### src/rtl/instr_fetch_decode.sv
// Fetch/decode front end: loadable 128-word program store, PC, and a
// valid/ready issue port toward the single-issue 16-bit execute stage.
module instr_fetch_decode #(
    parameter int ADDR_W = 7,
    parameter int DATA_W = 16
) (
    input  logic              clk,
    input  logic              rst_n,
    input  logic              prog_we,
    input  logic [ADDR_W-1:0] prog_addr,
    input  logic [DATA_W-1:0] prog_wdata,
    input  logic              start,
    input  logic [ADDR_W-1:0] start_pc,
    input  logic              abort,
    output logic              instr_valid,
    input  logic              instr_ready,
    output logic [3:0]        op,
    output logic              rd,
    output logic              rs,
    output logic              mem_mode,
    output logic [6:0]        operand,
    output logic [ADDR_W-1:0] instr_pc,
    output logic              busy,
    output logic              halted,
    output logic              illegal
);

    typedef enum logic [1:0] {
        IDLE   = 2'd0,
        FETCH  = 2'd1,
        ISSUE  = 2'd2,
        HALTED = 2'd3
    } state_t;

    state_t state, state_next;

    logic [DATA_W-1:0] mem [0:(1<<ADDR_W)-1];
    logic [ADDR_W-1:0] pc;

    logic [3:0] fetch_op;
    logic       fetch_rd;
    logic       fetch_rs;
    logic       fetch_mode;
    logic [6:0] fetch_operand;
    logic       fetch_legal;
    logic       fetch_jmp;
    logic       fetch_halt;
    logic       handshake;
    logic       stopping;

    assign fetch_op      = mem[pc][15:12];
    assign fetch_rd      = mem[pc][11];
    assign fetch_rs      = mem[pc][10];
    assign fetch_mode    = mem[pc][9];
    assign fetch_operand = mem[pc][6:0];

    assign fetch_legal = (fetch_op <= 4'd6);
    assign fetch_jmp   = (fetch_op == 4'd7);
    assign fetch_halt  = (fetch_op == 4'hF);
    assign handshake   = instr_valid & instr_ready;
    assign stopping    = abort && (state != IDLE);

    // Program store only accepts writes while nothing is being fetched.
    always_ff @(posedge clk) begin
        if (prog_we && (state == IDLE || state == HALTED))
            mem[prog_addr] <= prog_wdata;
    end

    always_ff @(posedge clk or negedge rst_n) begin
        if (!rst_n)
            state <= IDLE;
        else
            state <= state_next;
    end

    always_comb begin
        state_next = state;
        if (stopping) begin
            state_next = IDLE;
        end else begin
            case (state)
                IDLE, HALTED: if (start) state_next = FETCH;
                FETCH: begin
                    if (fetch_legal)
                        state_next = ISSUE;
                    else if (fetch_jmp)
                        state_next = FETCH;
                    else
                        state_next = HALTED;
                end
                ISSUE: if (handshake) state_next = FETCH;
                default: state_next = IDLE;
            endcase
        end
    end

    // Abort wins over a same-cycle handshake: the instruction is dropped
    // and PC stays on it.
    always_ff @(posedge clk or negedge rst_n) begin
        if (!rst_n) begin
            pc          <= '0;
            instr_valid <= 1'b0;
            op          <= '0;
            rd          <= 1'b0;
            rs          <= 1'b0;
            mem_mode    <= 1'b0;
            operand     <= '0;
            instr_pc    <= '0;
            halted      <= 1'b0;
            illegal     <= 1'b0;
        end else if (stopping) begin
            instr_valid <= 1'b0;
        end else begin
            case (state)
                IDLE, HALTED: begin
                    if (start) begin
                        pc      <= start_pc;
                        halted  <= 1'b0;
                        illegal <= 1'b0;
                    end
                end
                FETCH: begin
                    if (fetch_legal) begin
                        op          <= fetch_op;
                        rd          <= fetch_rd;
                        rs          <= fetch_rs;
                        mem_mode    <= fetch_mode;
                        operand     <= fetch_operand;
                        instr_pc    <= pc;
                        instr_valid <= 1'b1;
                    end else if (fetch_jmp) begin
                        pc <= ADDR_W'(fetch_operand);
                    end else begin
                        halted  <= 1'b1;
                        illegal <= ~fetch_halt;
                    end
                end
                ISSUE: begin
                    if (handshake) begin
                        instr_valid <= 1'b0;
                        pc          <= pc + 1'b1;
                    end
                end
                default: ;
            endcase
        end
    end

    always_comb begin
        busy = (state == FETCH) || (state == ISSUE);
    end

endmodule
### config.mk
export PLATFORM = sky130hd
export DESIGN_NAME = instr_fetch_decode
export DESIGN_NICKNAME = d
export VERILOG_FILES = /design/src/rtl/instr_fetch_decode.sv
export SDC_FILE = /design/constraint.sdc
export NUM_CORES = 2
export LEC_CHECK = 0
export CAP_MARGIN = 30
export CORE_MARGIN = 3
export CORE_UTILIZATION = 60
export CTS_CLUSTER_DIAMETER = 120
export DETAILED_ROUTE_END_ITERATION = 16
export PLACE_DENSITY = 0.82
export SLEW_MARGIN = 20
export SYNTH_ARGS = -nofsm -noshare
export SYNTH_HDL_FRONTEND = slang
export SYNTH_SLANG_ARGS = --single-unit
export TNS_END_PERCENT = 5
### constraint.sdc
create_clock -name clk -period 9.8 [get_ports clk]
set_input_delay 1.47 -clock clk [delete_from_list [all_inputs] [get_ports clk]]
set_output_delay 1.47 -clock clk [all_outputs]
set_load 0.02 [all_outputs]
==> results.toml <==
[detailed_routing]
detail_route.first_pass.iterations = 6
drt-total-wl_um = 188000
vias_per_cell = 7.15
vias = 37600
drtAntennaViolNets = 0
route.detailed.drc = 0
dr.first_iter.drc_count = 6095
wl_per_cell_um = 35.7

[grt]
grt_pass1_vias = 37300
groute.usage.overall = 0.307
grt_pass1_wl_um = 266000
grt_antenna_before_repair = 12
overflow = 0
grt_start_max_net_pins = 126

[run]
max_cap_violations = 0

[worst_setup_path]
worstSetupEndpointType = "register"
worstPathRequired_ns = 10.46
worst_path_fanout_max = 36
crit-reg2reg-capture = "instr_pc[0]"
timing.setup.critical_path_class = "reg2reg"
arrival_ns = 6.45
rr_startpoint = "pc[3]"
cp-start-kind = "register"
r2r_setup_slack_ns = 4.01
r2r_worst_path_depth = 12

[final_layout]
share_of_final_layout_standard_cells_stronger_than_drive_strength_1 = 0.243
area.growth.synth_to_final_pct = 12.2
most-common-layout-cells = "1792 x sky130_fd_sc_hd__edfxtp_1, 389 x sky130_fd_sc_hd__mux4_2, 207 x sky130_fd_sc_hd__mux2i_1, 172 x sky130_fd_sc_hd__clkbuf_16, 147 x sky130_fd_sc_hd__buf_4"
finish.net_count = 3617
most_common_cell_after_layout_fill_and_taps_aside = "sky130_fd_sc_hd__edfxtp_1"

[power_and_ir_drop]
total_leakage_power_nw = 25.2
power.ir.vdd_worst_v = 0.000340
power.density_nw_per_um2 = 274

[synth]
synth-warning-count = 0
synth_xor_xnor_area_share = 0.000616
ys_async_sr_fraction = 0.0181
synth-edff-count = 1792
netlist-cell-type-count = 68
synth_nets = 3404
synth_seq_area_share = 0.769
synth-compound-area-share = 0.0319
synthMuxAreaShare = 0.156
yosys-top-cells-area = "sky130_fd_sc_hd__edfxtp_1 76%, sky130_fd_sc_hd__mux4_2 12%, sky130_fd_sc_hd__mux2i_1 2.9%"
main_combinational_cell_family_by_area_after_synthesis = "multiplexers"
synth-adder-area-share = 0.000704
post-synth-top-area-fraction = 0.757
syn-instance-count = 3364
yosysTopAreaCell = "sky130_fd_sc_hd__edfxtp_1"
ys_ff_latch = 1825
synth.cell_area_um2 = 71100
avgSynthCellArea_um2 = 21.1
synth_ff_type = "sky130_fd_sc_hd__edfxtp_1"
synthesized_area_fraction_occupied_by_and_or_nand_nor_cells = 0.0250

[sta]
worst_slew_margin_rel = 0.287
unrepaired_setup_endpoints_after_global_routing = "false"
achievable-frequency_mhz = 173
worst_clock_skew_ns = 0.0316
post_route_hold_slack_ns = 0.495
slew_viol_final = 0
share_of_the_cycle_needed_by_the_critical_path_after_routing = 0.590
worst-slew-pin-transition_ns = 1.07
final-setup-viol-count = 0
final_layout_setup_total_negative_slack_ns = 0
final_period_minus_worst_setup_slack_ns = 5.79
timing_hold_violations_final = 0
final_critical_path_setup_slack_ns = 4.01

[placed_design]
place_congestion = 0.906
place_hpwl_um = 104000
dpl_worst_slack_ns = 4.48
port-buffer-count = 58

[run_status]
outcome = "finished, final reports clean"

[hold_path]
timing.hold.worst.class = "reg2reg"
hold_start = "operand[0]"
worst_hold_path.num_cells = 1
timing.hold.worst_endpoint = "operand[0]"

[clock_tree]
clock-root-buffer = "sky130_fd_sc_hd__clkbuf_16"
cts_setup_buffers = 0
clk_pin_slew_worst_paths_ns = 0.06
cts_resized = 0
cts_buffers = 169
cts_tree = "done"
insertion_delay_ns = 0.81
clk_path_buf_depth = 3
hold_buffers = 0
cts_num_sinks = 1825
h-tree-depth = 4

[die]
die_width_um = 350
die_area_um2 = 123000
core_area_um2 = 117000
fp_rows = 125
initial_core_utilization = 0.608
chipHeight_um = 350
io-pin-count = 61
[state kept, by name, indices dropped and copies added (netlist names)]
register     cells
rs               1
halted           1
instr_valid      1
operand          7
mem           1792
pc               7
state            2
op               4
illegal          1
instr_pc         7
mem_mode         1
rd               1
[layer usage]
layer / GRT usage / part of all wire / vias up
met1: 0.419 / 0.34 / 19000
met5: 0 / 0.00036 / -
li1: - / - / 14500
met4: 0.137 / 0.052 / 10
met2: 0.460 / 0.46 / 3447
met3: 0.103 / 0.15 / 634
[worst max-delay path, cell delays in order, from the launching register on]
cell	delay (ns)
sky130_fd_sc_hd__dfrtp_2	0.54
sky130_fd_sc_hd__buf_4	0.48
sky130_fd_sc_hd__buf_4	0.67
sky130_fd_sc_hd__and2_1	0.72
sky130_fd_sc_hd__buf_4	0.48
sky130_fd_sc_hd__a22oi_1	0.17
sky130_fd_sc_hd__a21oi_1	0.61
sky130_fd_sc_hd__a31oi_1	0.08
sky130_fd_sc_hd__or3_1	0.46
sky130_fd_sc_hd__a222oi_1	0.40
sky130_fd_sc_hd__buf_4	0.30
sky130_fd_sc_hd__and2b_4	0.34
sky130_fd_sc_hd__mux2_1	0.36
[where the power goes]
part           switching (mW)  total [mW]  internal [mW]
logic                    3.80        6.29           2.49
registers               0.233        8.90           8.66
clock network            2.90        6.65           3.75
[final cells by class]
| type | instances | area (um^2) |
|---|---|---|
| Antenna cell | 8 | 20.0 |
| Clock buffer | 205 | 4430 |
| Clock inverter | 112 | 1140 |
| Fill cell | 6525 | 37100 |
| Inverter | 11 | 43.8 |
| Multi-Input combinational cell | 1339 | 15400 |
| Sequential cell | 1825 | 54700 |
| Tap cell | 1524 | 1910 |
| Timing Repair Buffer | 231 | 2180 |
[stage by stage]
stage | utilization | instance area, um^2 | instances | power (mW)
2_1_floorplan | - | 71100 | 3364 | 13.1
3_3_place_gp | 0.630 | 73600 | 4895 | 14.9
6_report | 0.683 | 79700 | 5255 | 21.8
3_5_place_dp | 0.631 | 73700 | 4899 | 15.0
5_1_grt | 0.682 | 79700 | 5247 | 22.3
4_1_cts | 0.678 | 79200 | 5216 | 21.6
[Yosys cell counts (all sizes together) (30+ instances only)]
cell type and count:
nand2 73, clkbuf 72, o22ai 56, mux2i 207
edfxtp 1792, a21oi 53, o221ai 52, nor3 30
mux4 389, nand3 30, a22oi 40, dfrtp 33
nor2 169, o21ai 33, buf 117
[how the worst max path moves through the flow]
stage / endpoint / cells past startpoint / startpoint / slack (ns)
floorplan: mem[110][0] / 5 / prog_addr[1] / 6.20
global placement: instr_pc[0] / 12 / pc[3] / 4.56
detailed placement: instr_pc[0] / 12 / pc[3] / 4.48
CTS: instr_pc[0] / 12 / pc[3] / 4.36
global route: operand[0] / 12 / pc[3] / 4.14
finish: instr_pc[0] / 12 / pc[3] / 4.01
[logic make-up after synthesis]
kind of cell	after synthesis
xor gates and xnor gates	5
and+or+nand+nor	388
adders and majority gates	4
muxes	620
buffers and inverters	200
DFF	1825
AOI/OAI and AO/OA	322
No activity file was read; power rests on OpenSTA's default activity.
